--- src/rtl/flipflop_i_register.sv ---
// FLIPFLOP_I instruction-state register: holds the current I-state code, its
// previous value, a stuck-state watchdog and sticky conflict/watchdog error flags.
module flipflop_i_register #(
  parameter logic [7:0] WD_LIMIT = 8'd255
) (
  input  logic       clk,
  input  logic       rst_n,
  input  logic [7:0] encoded_i,
  input  logic       set_any,
  input  logic       clear,
  input  logic       advance,
  input  logic       stall,
  input  logic       err_ack,
  output logic [7:0] i_state,
  output logic [7:0] i_prev,
  output logic       i_active,
  output logic       conflict,
  output logic       wd_err
);

  localparam int unsigned W = 8;

  logic [W-1:0] state_q, state_d;
  logic [W-1:0] prev_q, prev_d;
  logic [W-1:0] cnt_q, cnt_d;
  logic         conflict_q, conflict_d;
  logic         wd_err_q, wd_err_d;
  logic         trip;
  logic         changed;

  // Next-state: stall > watchdog trip > clear > set_any > advance > hold.
  always_comb begin
    state_d    = state_q;
    prev_d     = prev_q;
    cnt_d      = cnt_q;
    conflict_d = conflict_q;
    wd_err_d   = wd_err_q;
    trip       = 1'b0;
    changed    = 1'b0;

    if (!stall) begin
      trip = (state_q != '0) && (cnt_q == WD_LIMIT);

      if (trip) begin
        state_d = '0;
      end else if (clear) begin
        state_d = '0;
      end else if (set_any) begin
        state_d = encoded_i;
      end else if (advance) begin
        if (state_q[0]) begin
          state_d = '0;
        end else if (state_q != '0) begin
          state_d = state_q | W'(1);
        end
      end

      // An identical reload is not a change: i_prev and the watchdog keep going.
      changed = (state_d != state_q);
      if (changed) begin
        prev_d = state_q;
      end

      if (trip || changed || (state_q == '0)) begin
        cnt_d = '0;
      end else if (cnt_q < WD_LIMIT) begin
        cnt_d = cnt_q + W'(1);
      end

      // Flag-setting events override an acknowledge in the same cycle.
      if (err_ack) begin
        conflict_d = 1'b0;
        wd_err_d   = 1'b0;
      end
      if (set_any && clear) begin
        conflict_d = 1'b1;
      end
      if (trip) begin
        wd_err_d = 1'b1;
      end
    end
  end

  always_ff @(posedge clk or negedge rst_n) begin
    if (!rst_n) begin
      state_q    <= '0;
      prev_q     <= '0;
      cnt_q      <= '0;
      conflict_q <= 1'b0;
      wd_err_q   <= 1'b0;
    end else begin
      state_q    <= state_d;
      prev_q     <= prev_d;
      cnt_q      <= cnt_d;
      conflict_q <= conflict_d;
      wd_err_q   <= wd_err_d;
    end
  end

  assign i_state  = state_q;
  assign i_prev   = prev_q;
  assign i_active = (state_q != '0);
  assign conflict = conflict_q;
  assign wd_err   = wd_err_q;

endmodule

--- config.mk ---
export PLATFORM = sky130hd
export DESIGN_NAME = flipflop_i_register
export DESIGN_NICKNAME = d
export VERILOG_FILES = /design/src/rtl/flipflop_i_register.sv
export SDC_FILE = /design/constraint.sdc
export NUM_CORES = 1
export LEC_CHECK = 0
export ABC_AREA = 1
export CAP_MARGIN = 20
export CORE_MARGIN = 1
export CORE_UTILIZATION = 50
export DETAILED_ROUTE_END_ITERATION = 10
export PLACE_DENSITY = 0.83
export SETUP_SLACK_MARGIN = 0.5
export SLEW_MARGIN = 15
export SYNTH_ARGS = -nofsm -noshare
export SYNTH_HDL_FRONTEND = slang
export SYNTH_SLANG_ARGS = --single-unit
--- constraint.sdc ---
create_clock -name clk -period 2.9 [get_ports clk]
set_input_delay 0.435 -clock clk [delete_from_list [all_inputs] [get_ports clk]]
set_output_delay 0.435 -clock clk [all_outputs]
set_load 0.01 [all_outputs]
# After elaboration in Yosys (flattened, before gate mapping)
# Index checks and enable logic that the tools add are counted.
[word_totals] regBits=26 in_bits=15 out_inout_bits=19 wordCells=35
[classes] add_sub_neg=1 magnitude_cmp=1 eq_ne=2 mux=12 bitwise=1 n_reduce_logical=13
[op_table] op="two-way mux 8 bit" n=8
[op_table] op="adder 8 x 1 -> 8 bit (second input constant)" n=1
[op_table] op="== test 8 bit (second input constant)" n=1
[op_table] op="logical NOT 8 bit" n=1
[op_table] op="less-than comparator 8 bit (second input constant)" n=1
[op_table] op="!= test 8 bit" n=1
[op_table] op="AND reduction 2 bit" n=4
[op_table] op="nonzero test 8 bit" n=1
[op_table] op="nonzero test 2 bit" n=3
[op_table] op="two-way mux 1 bit" n=4
[op_table] op="logical AND 1 bit" n=2
[op_table] op="logical OR 1 bit" n=2
[op_table] op="NOT 1 bit" n=1

# Depth between registers and ports, before layout
[depth] word_depth=13 mapped_depth=15

# Least setup slack after synthesis
# Ideal clock, no wire load.
[synth_timing] path_type="register to register" start="register state_q[0], in the netlist i_state[0]" end="register prev_q[5], in the netlist i_prev[5]" setup_ps=66 t_arrival_ps=1697 required_time_ps=2834 path_slack_ps=1137 stages_incl_launch_ff=15 n_path_buf=1 cell_sequence="dfrtp_1 inv_2 nand2_1 nor2_2 nand2_4 nand2_4 buf_6 nand3_1 nand2_1 nand3_2 nor2_4 nand2_4 nand2_4 nand2_1 nand2_1"
[synth_between] elab_chain_cells=10
[synth_rtl] item="from (decl)" line_no="23" source="logic [W-1:0] state_q, state_d;"
[synth_rtl] item="from (signal assigned)" line_no="92" source="state_q <= state_d;"
[synth_rtl] item="nonzero test 8 bit (*)"
[synth_rtl] item="net i_active" line_no="16" source="output logic i_active,"
[synth_rtl] item="two-way mux 1 bit" line_no="53" source="end else if (state_q != '0) begin"
[synth_rtl] item="two-way mux 8 bit" line_no="51" source="if (state_q[0]) begin"
[synth_rtl] item="two-way mux 8 bit" line_no="50" source="end else if (advance) begin"
[synth_rtl] item="two-way mux 8 bit" line_no="48" source="end else if (set_any) begin"
[synth_rtl] item="two-way mux 8 bit" line_no="46" source="end else if (clear) begin"
[synth_rtl] item="two-way mux 8 bit (*)" line_no="44" source="if (trip) begin"
[synth_rtl] item="two-way mux 8 bit (*)" line_no="41" source="if (!stall) begin"
[synth_rtl] item="!= test 8 bit (*)" line_no="59" source="changed = (state_d != state_q);"
[synth_rtl] item="AND reduction 2 bit (no line) (*)"
[synth_rtl] item="to (signal assigned)" line_no="93" source="prev_q <= prev_d;"
[synth_rtl] item="to (decl)" line_no="24" source="logic [W-1:0] prev_q, prev_d;"
# Mark *: on every way through the listed nets, which the timed path passes. The rest lies on a longest branch. The select of a mux whose other input is x is not followed.
# A chain may end at the register's enable or synchronous reset.

# Worst setup path after layout
[layout_timing] start="register state_q[6], in the netlist i_state[6]" end="output port i_active"
[layout_between] elab_chain_cells=1
[layout_rtl] item="nonzero test 8 bit" line_no="102" source="assign i_active = (state_q != '0);"
[layout_rtl] item="to (decl)" line_no="16"
# Every way passes these cells.

==> impl_metrics.csv <==
group,metric,value,unit
clock_network,clk_path_buf_depth,2,
sta,slew_headroom,72.5,%
finish,mostFrequentLayoutCell,"nand2_1",
floorplanning,initial_core_util,54.0,%
finish,finish.utilization,68.2,%
placement,routabilityCongestion,0.880,
sta,rsz0062_at_grt,"no",
hold_path,hp-class,"in2async",
routing,vias_per_cell,5.17,
critical_path,worstPathRequired,2.47,ns
floorplanning,core-area,2830,um^2
routing,first_iter_violations,62,
floorplanning,die_area,3280,um^2
yosys,synth_area,1530,um^2
clock_network,cts_setup_buffers,0,
grt,grt_pass1_wl,5780,um
yosys,ys_ff_latch,26,
status,status,"finished, violations left",
sta,setup_viol,0,
grt,track_usage,22.6,%
floorplanning,die_x,57.3,um
placement,io_buffers,33,
sta,fin_crit,2.13,ns
sta,finalMaxSlewViolations,0,
sta,fin_setup_tns,0,ns
yosys,synth_mux_area_share,0,%
finish,antenna_cells,0,
finish,layout_common_cells,"nand2_1 (77), clkdlybuf4s50_1 (32), nand3_1 (27)",
yosys,synth_cell_types,25,
yosys,yosysWarnings,0,
sta,fmax,469,MHz
finish,area_delta_synth_final,26.1,%
clock_network,htree_levels,1,
routing,routed_wl,3240,um
yosys,synth_ff_type,"dfrtp_1",
critical_path,end_kind,"primary output",
clock_network,cts_tree,"done",
yosys,synth_fa_ha_area_share,0.818,%
yosys,synth_compound_area_share,10.8,%
placement,dp.final_hpwl,2530,um
sta,hold_viol_final,0,
yosys,synth-edff-count,0,
power,p_total,825,uW
yosys,synthArstFlopShare,100,%
yosys,syn_area_per_cell,7.61,um^2
floorplanning,boundaryPins,34,
critical_path,path_class,"reg2out",
power,peakVddDrop,0.000264,V
grt,grt_max_degree,27,
routing,antenna_left,0,
power,p_leak,0.000912,uW
finish,drive_gt1_share,13.6,%
floorplanning,fp-row-count,19,
routing,wl_per_cell,12.2,um
clock_network,numCtsBuffers,3,
grt,grt_pass1_vias,1304,
yosys,synth-simple-area-share,36.7,%
clock_network,clock_latency,0.32,ns
yosys,synth_top_family_by_area,"simple AND/OR/NAND/NOR gates",
status,violations,"design-rule violations",
clock_network,clk_pin_slew,0.14,ns
yosys,yosysSeqAreaShare,42.6,%
sta,tightest_slew,0.411,ns
flow_run,cap_violations,0,
critical_path,start_kind,"register",
grt,gr-total-overflow,0,
finish,nets,252,
sta,min_period_over_period,73.5,%
yosys,synthCells,201,
critical_path,worstPathMaxFanout,6,
clock_network,cts_sinks,26,
routing,vias,1374,
power,p_per_area,428,nW/um^2
yosys,synth_fp_nets,217,
sta,clock_skew,0.00470,ns
yosys,synth-xor-area-share,3.44,%
grt,antenna_found_initial,0,
routing,drc_errors,12,
floorplanning,fp.dieH,57.3,um
critical_path,crit_arrival,1.70,ns
clock_network,cts_root_buf,"clkbuf_4",
routing,drt-pass1-iter-count,7,
==> kinds of logic (layout without fill, tap and decap cells) <==
kind of cell | after synthesis | in the layout
flip-flops | 26 | 26
adder cells (fa/ha/maj) | 1 | 1
XOR/XNOR | 6 | 6
buffers and inverters | 21 | 55
AND/OR/NAND/NOR | 120 | 120
AO/OA/AOI/OAI | 27 | 27
==> worst max-delay path, stage by stage, from the launching register on <==
cell	delay, ns
dfrtp_1	0.49
inv_1	0.11
nand2_1	0.07
nor2_2	0.12
nand2_4	0.10
clkdlybuf4s50_1	0.49
==> worst paths after layout <==
check / endpoint / start / slack [ns] / cells after the start
setup / recovery: i_active / i_state[6] / 0.77 / 5
hold / removal: i_prev[7] / rst_n / 0.45 / 2
setup reg to reg: i_prev[1] / i_state[6] / 0.93 / 15
hold reg to reg: i_prev[5] / i_prev[5] / 0.49 / 2
max in group asynchronous: i_prev[5] / rst_n / 2.20 / 2
min in group clk: i_prev[5] / i_prev[5] / 0.49 / 2
==> synth_stat cells, drive strengths merged (2+ instances only) <==
library cell,n,area (um^2)
o21ai,13,72.6
a21oi,14,92.6
nor2,8,50.0
inv,14,52.6
clkbuf,3,11.3
dfrtp,26,651
nand2,81,334
xnor2,2,17.5
nand3,29,163
xor2,4,35.0
buf,3,20.0
==> sequential cells by signal, indices dropped and copies added (netlist names) <==
name	cells
cnt_q	8
i_prev	8
i_state	8
conflict	1
wd_err	1
==> metrics by stage <==
step	cells	hold slack, ns	area, um^2	setup slack, ns
2_1_floorplan	201	0.139	1530	1.14
3_3_place_gp	262	0.456	1890	0.512
3_5_place_dp	262	0.458	1890	0.430
4_1_cts	266	0.465	1930	0.753
5_1_grt	266	0.468	1930	0.675
6_report	266	0.454	1930	0.767
==> metal layers <==
metal	up-vias	global-route usage [%]	wire length, um
li1	712	-	-
met1	616	30.7	1500
met2	40	37.6	1540
met3	6	3.40	168
met4	0	6.62	32
met5	-	0	0
==> what timing repair did <==
item | CTS | global route
hold buffers | 0 | 0
setup endpoints to repair | 0 | 3
gates resized for setup | 0 | 1
==> area by class of cell <==
| type | instances | area, um^2 |
|---|---|---|
| Timing Repair Buffer | 36 | 355 |
| Multi-Input combinational cell | 154 | 791 |
| Tap cell | 31 | 38.8 |
| Clock buffer | 4 | 36.3 |
| Fill cell | 241 | 901 |
| Sequential cell | 26 | 651 |
| Inverter | 15 | 56.3 |
==> power by group <==
group          internal, uW  leakage (uW)  total (uW)  switching [uW]
logic                   104      0.000539         228             124
registers               387      0.000352         413            25.9
clock network          76.7     0.0000210         184             107
total                   569      0.000912         825             257
Note: power is estimated with default switching activity, not from simulation.
